==> src/rtl/serial_frame_rx_pkg.sv <==
// Shared line-level constants and FSM state encoding for the serial frame receiver.
package serial_frame_rx_pkg;

    typedef enum logic [1:0] {
        ST_IDLE   = 2'd0,
        ST_DATA   = 2'd1,
        ST_PARITY = 2'd2,
        ST_STOP   = 2'd3
    } rx_state_t;

    localparam logic START_BIT  = 1'b1;
    localparam logic STOP_BIT   = 1'b0;
    localparam logic IDLE_LEVEL = 1'b0;

endpackage

==> src/rtl/serial_frame_rx_hold_reg.sv <==
// Output holding register: one frame of buffering with valid/ready handshake and overrun detect.
module rx_hold_reg #(
    parameter int DATA_W = 8
) (
    input  logic              clk,
    input  logic              rst_n,
    input  logic              i_load,
    input  logic [DATA_W-1:0] i_data,
    input  logic              i_perr,
    input  logic              i_ready,
    output logic [DATA_W-1:0] o_data,
    output logic              o_valid,
    output logic              o_perr,
    output logic              o_overrun
);

    logic [DATA_W-1:0] r_data;
    logic              r_valid;
    logic              r_perr;
    logic              r_overrun;
    logic              w_xfer;
    logic              w_accept;

    // A frame is accepted into an empty register or into one being drained this edge.
    assign w_xfer   = r_valid & i_ready;
    assign w_accept = i_load & (~r_valid | w_xfer);

    always_ff @(posedge clk or negedge rst_n) begin
        if (!rst_n) begin
            r_data    <= '0;
            r_valid   <= 1'b0;
            r_perr    <= 1'b0;
            r_overrun <= 1'b0;
        end else begin
            r_overrun <= i_load & r_valid & ~i_ready;
            if (w_accept) begin
                r_data  <= i_data;
                r_perr  <= i_perr;
                r_valid <= 1'b1;
            end else if (w_xfer) begin
                r_valid <= 1'b0;
            end
        end
    end

    assign o_data    = r_data;
    assign o_valid   = r_valid;
    assign o_perr    = r_perr;
    assign o_overrun = r_overrun;

endmodule

==> src/rtl/serial_frame_rx.sv <==
// Serial frame receiver: start bit, LSB-first payload, optional even parity, stop bit.
module serial_frame_rx
    import serial_frame_rx_pkg::*;
#(
    parameter int DATA_W    = 8,
    parameter bit PARITY_EN = 1'b1
) (
    input  logic              clk,
    input  logic              rst_n,
    input  logic              serial_in,
    output logic [DATA_W-1:0] data_out,
    output logic              data_valid,
    input  logic              data_ready,
    output logic              parity_err,
    output logic              frame_err,
    output logic              overrun
);

    localparam int CNT_W = (DATA_W > 1) ? $clog2(DATA_W) : 1;

    rx_state_t         r_state;
    logic [CNT_W-1:0]  r_cnt;
    logic [DATA_W-1:0] r_shift;
    logic              r_par_err;
    logic              r_done;
    logic              r_frame_err;

    always_ff @(posedge clk or negedge rst_n) begin
        if (!rst_n) begin
            r_state     <= ST_IDLE;
            r_cnt       <= '0;
            r_shift     <= {DATA_W{IDLE_LEVEL}};
            r_par_err   <= 1'b0;
            r_done      <= 1'b0;
            r_frame_err <= 1'b0;
        end else begin
            r_done      <= 1'b0;
            r_frame_err <= 1'b0;
            case (r_state)
                ST_IDLE: begin
                    if (serial_in == START_BIT) begin
                        r_state   <= ST_DATA;
                        r_cnt     <= '0;
                        r_par_err <= 1'b0;
                    end
                end
                ST_DATA: begin
                    r_shift <= {serial_in, r_shift[DATA_W-1:1]};
                    if (r_cnt == CNT_W'(DATA_W - 1)) begin
                        r_cnt   <= '0;
                        r_state <= PARITY_EN ? ST_PARITY : ST_STOP;
                    end else begin
                        r_cnt <= r_cnt + 1'b1;
                    end
                end
                ST_PARITY: begin
                    // Even parity: payload XOR parity bit must be zero.
                    r_par_err <= (^r_shift) ^ serial_in;
                    r_state   <= ST_STOP;
                end
                ST_STOP: begin
                    // A bad stop bit is consumed here, never reused as a start bit.
                    if (serial_in == STOP_BIT) begin
                        r_done <= 1'b1;
                    end else begin
                        r_frame_err <= 1'b1;
                    end
                    r_state <= ST_IDLE;
                end
                default: r_state <= ST_IDLE;
            endcase
        end
    end

    rx_hold_reg #(
        .DATA_W(DATA_W)
    ) u_hold (
        .clk       (clk),
        .rst_n     (rst_n),
        .i_load    (r_done),
        .i_data    (r_shift),
        .i_perr    (r_par_err),
        .i_ready   (data_ready),
        .o_data    (data_out),
        .o_valid   (data_valid),
        .o_perr    (parity_err),
        .o_overrun (overrun)
    );

    assign frame_err = r_frame_err;

endmodule

==> config.mk <==
export PLATFORM = sky130hd
export DESIGN_NAME = serial_frame_rx
export DESIGN_NICKNAME = d
export VERILOG_FILES = /design/src/rtl/serial_frame_rx_pkg.sv /design/src/rtl/serial_frame_rx_hold_reg.sv /design/src/rtl/serial_frame_rx.sv
export SDC_FILE = /design/constraint.sdc
export NUM_CORES = 1
export LEC_CHECK = 0
export CORE_MARGIN = 1
export CORE_UTILIZATION = 47
export CTS_CLUSTER_DIAMETER = 120
export DETAILED_ROUTE_END_ITERATION = 7
export HOLD_SLACK_MARGIN = 0.1
export PLACE_DENSITY = 0.71
export SYNTH_ARGS = -nofsm -noshare
export SYNTH_HDL_FRONTEND = slang
export SYNTH_SLANG_ARGS = --single-unit
==> constraint.sdc <==
create_clock -name clk -period 1.45 [get_ports clk]
set_clock_uncertainty 0.05 [all_clocks]
set_input_delay 0.29 -clock clk [delete_from_list [all_inputs] [get_ports clk]]
set_output_delay 0.29 -clock clk [all_outputs]
set_load 0.005 [all_outputs]
After elaboration in Yosys (flattened, before gate mapping)
Cells that the tools add are included.
{"block": "totals", "out_inout_bits": 12, "ff_bits": 27, "word_cells": 47, "input_bits": 4}
{"block": "classes", "reduce_logical": 8, "n_mux": 14, "n_eq_ne": 6, "n_addsub": 1, "n_bitwise": 8}
{"cell": "2-bit case mux with 4 select lines", "n": 1}
{"cell": "8-bit parity", "n": 1}
{"cell": "1-bit 2-to-1 mux", "n": 7}
{"cell": "3-bit 2-to-1 mux", "n": 2}
{"cell": "3-bit case mux with 2 select lines", "n": 1}
{"cell": "2-bit AND reduction", "n": 3}
{"cell": "2-bit nonzero test", "n": 3}
{"cell": "1-bit AND", "n": 4}
{"cell": "2-bit == test, second input constant", "n": 2}
{"cell": "2-bit 2-to-1 mux", "n": 2}
{"cell": "2-bit != test, second input constant", "n": 2}
{"cell": "3-bit by 1-bit adder with 3-bit output, second input constant", "n": 1}
{"cell": "3-bit == test, second input constant", "n": 1}
{"cell": "2-bit by 1-bit == test with 1-bit output, second input constant", "n": 1}
{"cell": "2-bit logical NOT", "n": 1}
{"cell": "1-bit NOT", "n": 2}
{"cell": "1-bit case mux with 2 select lines", "n": 1}
{"cell": "1-bit bitwise OR", "n": 1}
{"cell": "1-bit XOR", "n": 1}

Logic depth before layout (Yosys ltp)
{"block": "logic_depth", "depth_word": 4, "depth_mapped": 6, "mapped_depth_nobuf": 6}

Modules after synthesis
From an unflattened synthesis, not the netlist that was laid out.
{"block": "hier_totals", "hier_cells": 85, "hier_area_um2": 1179.9}
{"module": "serial_frame_rx", "area_per_inst_um2": 767.0, "cells_each": 60, "seq_area_each_um2": 400.4, "instances": 1}
{"module": "rx_hold_reg", "area_per_inst_um2": 412.9, "cells_each": 25, "seq_area_each_um2": 275.3, "instances": 1}

Least setup slack after synthesis
OpenSTA, ideal clock, no wires.
{"block": "synth_path", "kind": "flip-flop to flip-flop", "startpoint": "register r_state[1]", "endpoint": "register r_shift[7]", "path_stages_with_launch": 5, "path_buffers": 1, "path_slack_ns": -0.023, "synth_period_minus_slack_ns": 1.473, "setup_ns": 0.125, "t_arrival_ns": 1.298, "t_required_ns": 1.275, "cell_sequence": "dfrtp_1 inv_1 ha_1 clkbuf_1 mux2_2"}
{"block": "synth_between", "elab_chain_cells": 1}
{"item": "from (decl)", "line_no": "serial_frame_rx.sv:21", "rtl": "rx_state_t r_state;"}
{"item": "from (signal assigned)", "line_no": "serial_frame_rx.sv:51", "rtl": "r_state <= PARITY_EN ? ST_PARITY : ST_STOP;"}
{"item": "2-bit by 1-bit == test with 1-bit output", "line_no": "serial_frame_rx.sv:39", "rtl": "case (r_state)"}
{"item": "to (signal assigned)", "line_no": "serial_frame_rx.sv:32", "rtl": "r_shift <= {DATA_W{IDLE_LEVEL}};"}
{"item": "to (signal assigned)", "line_no": "serial_frame_rx.sv:48", "rtl": "r_shift <= {serial_in, r_shift[DATA_W-1:1]};"}
{"item": "to (decl)", "line_no": "serial_frame_rx.sv:23", "rtl": "logic [DATA_W-1:0] r_shift;"}
Every way passes these cells.
A chain may end at the register's enable or synchronous reset.

Worst setup path after layout
{"block": "layout_path", "startpoint": "register r_shift[1]", "endpoint": "register r_par_err"}
{"block": "layout_between", "elab_chain_cells": 3}
{"item": "8-bit parity", "line_no": "serial_frame_rx.sv:58", "rtl": "r_par_err <= (^r_shift) ^ serial_in;"}
{"item": "1-bit XOR", "line_no": "serial_frame_rx.sv:58"}
{"item": "1-bit case mux with 2 select lines", "line_no": "serial_frame_rx.sv:39"}
{"item": "to (signal assigned)", "line_no": "serial_frame_rx.sv:58"}
{"item": "to (decl)", "line_no": "serial_frame_rx.sv:24", "rtl": "logic r_par_err;"}
Every way passes these cells.

==> impl_metrics.yaml <==
logic_synthesis:
  syn_nets: 95
  syn_avg_cell_area_sq_um: 13.70
  synth_mux_area_frac: 0.1740
  synth_xor_xnor_area_share: 0.05263
  ys_seq_elements: 27
  synthCells: 85
  synth_area_sq_um: 1165
  synth_cell_types: 19
  ys_seq_area_frac: 0.5800
  synthSimpleGateAreaFrac: 0.07841
  synth_fa_ha_area_frac: 0.06445
  synth_compound_area_frac: 0.03759
  ys_warn_count: 0
  synth_top_family_by_area: "multiplexers"
clock_tree:
  root_buffer: "clkbuf_4"
  htree_num_levels: 1
  cts_tree: "built"
  clk_latency_ns: 0.32
  clock-sinks: 27
  clk_pin_slew_ns: 0.15
  cts-buffers-inserted: 3
  clockBufferDepth: 2
  hold_buffers: 0
detailed_routing:
  wire_per_inst_um: 13.27
  viasPerCell: 5.077
  dr.pass1.iters: 3
  drc: 0
  dr_total_vias: 721
  final_antenna_net_count: 0
  routed_wl_um: 1885
  drtIter0Drc: 6
sta:
  hold_ws_ns: 0.2615
  min_period_over_period: 0.9868
  fin_setup_tns_ns: 0
  finalMaxSlewViolations: 0
  fmax_mhz: 698.8
  setup_viol: 0
  hold_violations: 0
  fin_crit_ns: 1.431
  maxSlewHeadroom: 0.7741
  rsz0062_at_grt: "yes"
  tightestPinTransition_ns: 0.3388
power:
  finalPower_mw: 3.577
  peakVddDrop_uv: 1310
  powerDensity_nw_per_um2: 2395
  leakagePower_nw: 0.7174
floorplanning:
  pin_count: 16
  dieArea_sq_um: 2682
  chipWidth_um: 51.79
  core.rowCount: 17
  core_area_sq_um: 2276
  fp.dieH_um: 51.79
  start_util: 0.5118
worst_setup_path:
  cp_common_cell: "xnor2_1"
  rr_startpoint: "r_shift[1]"
  r2r_end: "r_par_err"
  cp-end-kind: "register"
  max_stage_delay_ns: 0.46
  reg2reg_depth: 6
  reg2reg_slack_ns: 0.02
  critPathArrivalTime_ns: 1.65
  worst-path-max-fanout: 4
  path_cells: "xnor2_2, xnor2_1, xnor2_1, buf_4, nand3_1, nand3b_1"
  cp.required_ns: 1.67
  start_kind: "register"
  criticalPathCategory: "register to register"
  cp_slowest_cell: "dfrtp_1"
final_layout:
  stdcell_area_sq_um: 1494
  num_antenna_cells: 0
  final_net_count: 125
  drive_above_1_share: 0.3509
  syn2layout_area_growth_pct: 28.25
placement:
  port_buffers: 15
  placed_area_sq_um: 1409
  place_hpwl_um: 1236
  gp_congestion: 0.6836
status:
  outcome: "finished, final reports clean"
global_routing:
  antenna_found_initial: 0
  grt.overflow.total: 0
  grt_pass1_wl_um: 3208
  use_met1: 0.2008
  grt_pass1_vias: 731
  grt-busiest-layer: "met2"
  grtUsageMet3: 0.02632
  met2_usage: 0.2857
  grt_max_degree: 28
  grt_usage: 0.1696
run:
  max-cap-violations: 0
min_path:
  hold_path.class: "input port to asynchronous set/reset pin"
through the flow:
stage                     utilization  cells  worst slack [ns]
after floorplan                     -     85            0.1122
final                          0.6564    142           0.01907
after detailed placement       0.6190    132           -0.1881
after global placement         0.6190    132           -0.1542
after global routing           0.6564    142          -0.06701
after CTS                      0.6388    140           0.01340
power breakdown:
part | internal (mW) | switching (mW) | leakage [nW] | total, mW
combinational | 1.17 | 0.728 | 0.367 | 1.90
sequential | 1.10 | 0.251 | 0.336 | 1.35
clock | 0.105 | 0.223 | 0.0139 | 0.329
total | 2.37 | 1.20 | 0.717 | 3.58
layer usage:
layer  share of wire  vias to the layer above  wire length [um]
li1                -                      350                 -
met1            0.49                      349               920
met2            0.45                       16               841
met3           0.036                        6                68
met4           0.029                        0                55
met5               0                        -                 0
layout make-up:
cell class / count / area (sq um)
Fill cell: 177 / 782.0
Sequential cell: 27 / 675.6
Multi-Input combinational cell: 54 / 499.2
Timing Repair Buffer: 26 / 242.7
Tap cell: 28 / 35.03
Clock buffer: 3 / 22.52
Inverter: 3 / 11.26
Clock inverter: 1 / 7.507
worst max-delay path: cells and delay by family (launching register included):
kind / cells / cell delay, ns
buf+inv: 1 / 0.16
simple gates: 2 / 0.16
xor+xnor: 3 / 0.55
flops: 1 / 0.46
cell usage after synthesis:
| cell | n | area, sq um |
|---|---|---|
| nand3_1 | 1 | 5.000 |
| o32a_1 | 1 | 10.01 |
| o21ai_0 | 3 | 15.01 |
| a32o_1 | 1 | 10.01 |
| inv_1 | 3 | 11.26 |
| xnor2_1 | 7 | 61.31 |
| dfrtp_1 | 27 | 675.7 |
| a22o_1 | 1 | 8.760 |
| and2b_2 | 1 | 8.760 |
| nor2b_1 | 2 | 12.51 |
| nand2b_1 | 2 | 12.51 |
| nand2_1 | 4 | 15.01 |
| nand3b_1 | 1 | 7.510 |
| nor2_1 | 4 | 15.01 |
| and2_1 | 1 | 6.260 |
| mux2_2 | 18 | 202.7 |
| nor4b_1 | 1 | 8.760 |
| clkbuf_1 | 1 | 3.750 |
| ha_1 | 6 | 75.07 |
logic make-up after synthesis:
kind of cell	Yosys count
XOR/XNOR	7
multiplexers	18
AND/OR/NAND/NOR	17
buffers and inverters	4
AO/OA/AOI/OAI	6
flip-flops	27
adder cells (fa/ha/maj)	6
state kept, by name (all words and copies together), names as in the netlist, 2 cells and up:
signal and flops:
r_cnt 3, r_shift 8, r_state 2, u_hold.o_data 8
layout by cell type, fill, tap and decap left out, drive strengths merged:
| cell type | count |
|---|---|
| a32o | 1 |
| clkbuf | 3 |
| nand2 | 4 |
| nor2 | 4 |
| nor2b | 2 |
| clkdlybuf4s50 | 3 |
| o21ai | 3 |
| nor4b | 1 |
| buf | 11 |
| and2 | 1 |
| ha | 6 |
| inv | 3 |
| nand2b | 2 |
| dlygate4sd2 | 12 |
| mux2 | 18 |
| xnor2 | 7 |
| nand3 | 1 |
| nand3b | 1 |
| and2b | 1 |
| a22o | 1 |
| clkinvlp | 1 |
| dfrtp | 27 |
| o32a | 1 |
repair_timing:
action / 4_1_cts / 5_1_grt
hold endpoints to repair: 0 / 0
endpoints found under the setup margin: 14 / 6
setup buffers: 4 / 2
gates resized for setup: 12 / 7
gates cloned: 0 / 0
pin swaps: 0 / 1
worst max-delay path by stage:
stage / startpoint / end / slack (ns) / depth (start not counted)
after detailed placement: data_ready / u_hold.o_data[5] / -0.19 / 5
final: r_shift[1] / r_par_err / 0.02 / 6
after global placement: data_ready / u_hold.o_data[7] / -0.15 / 5
after floorplan: r_state[1] / r_shift[7] / 0.11 / 4
after global routing: r_shift[1] / r_par_err / -0.07 / 5
after CTS: r_state[0] / r_cnt[0] / 0.01 / 4
Note: power is estimated with default switching activity, not from simulation.
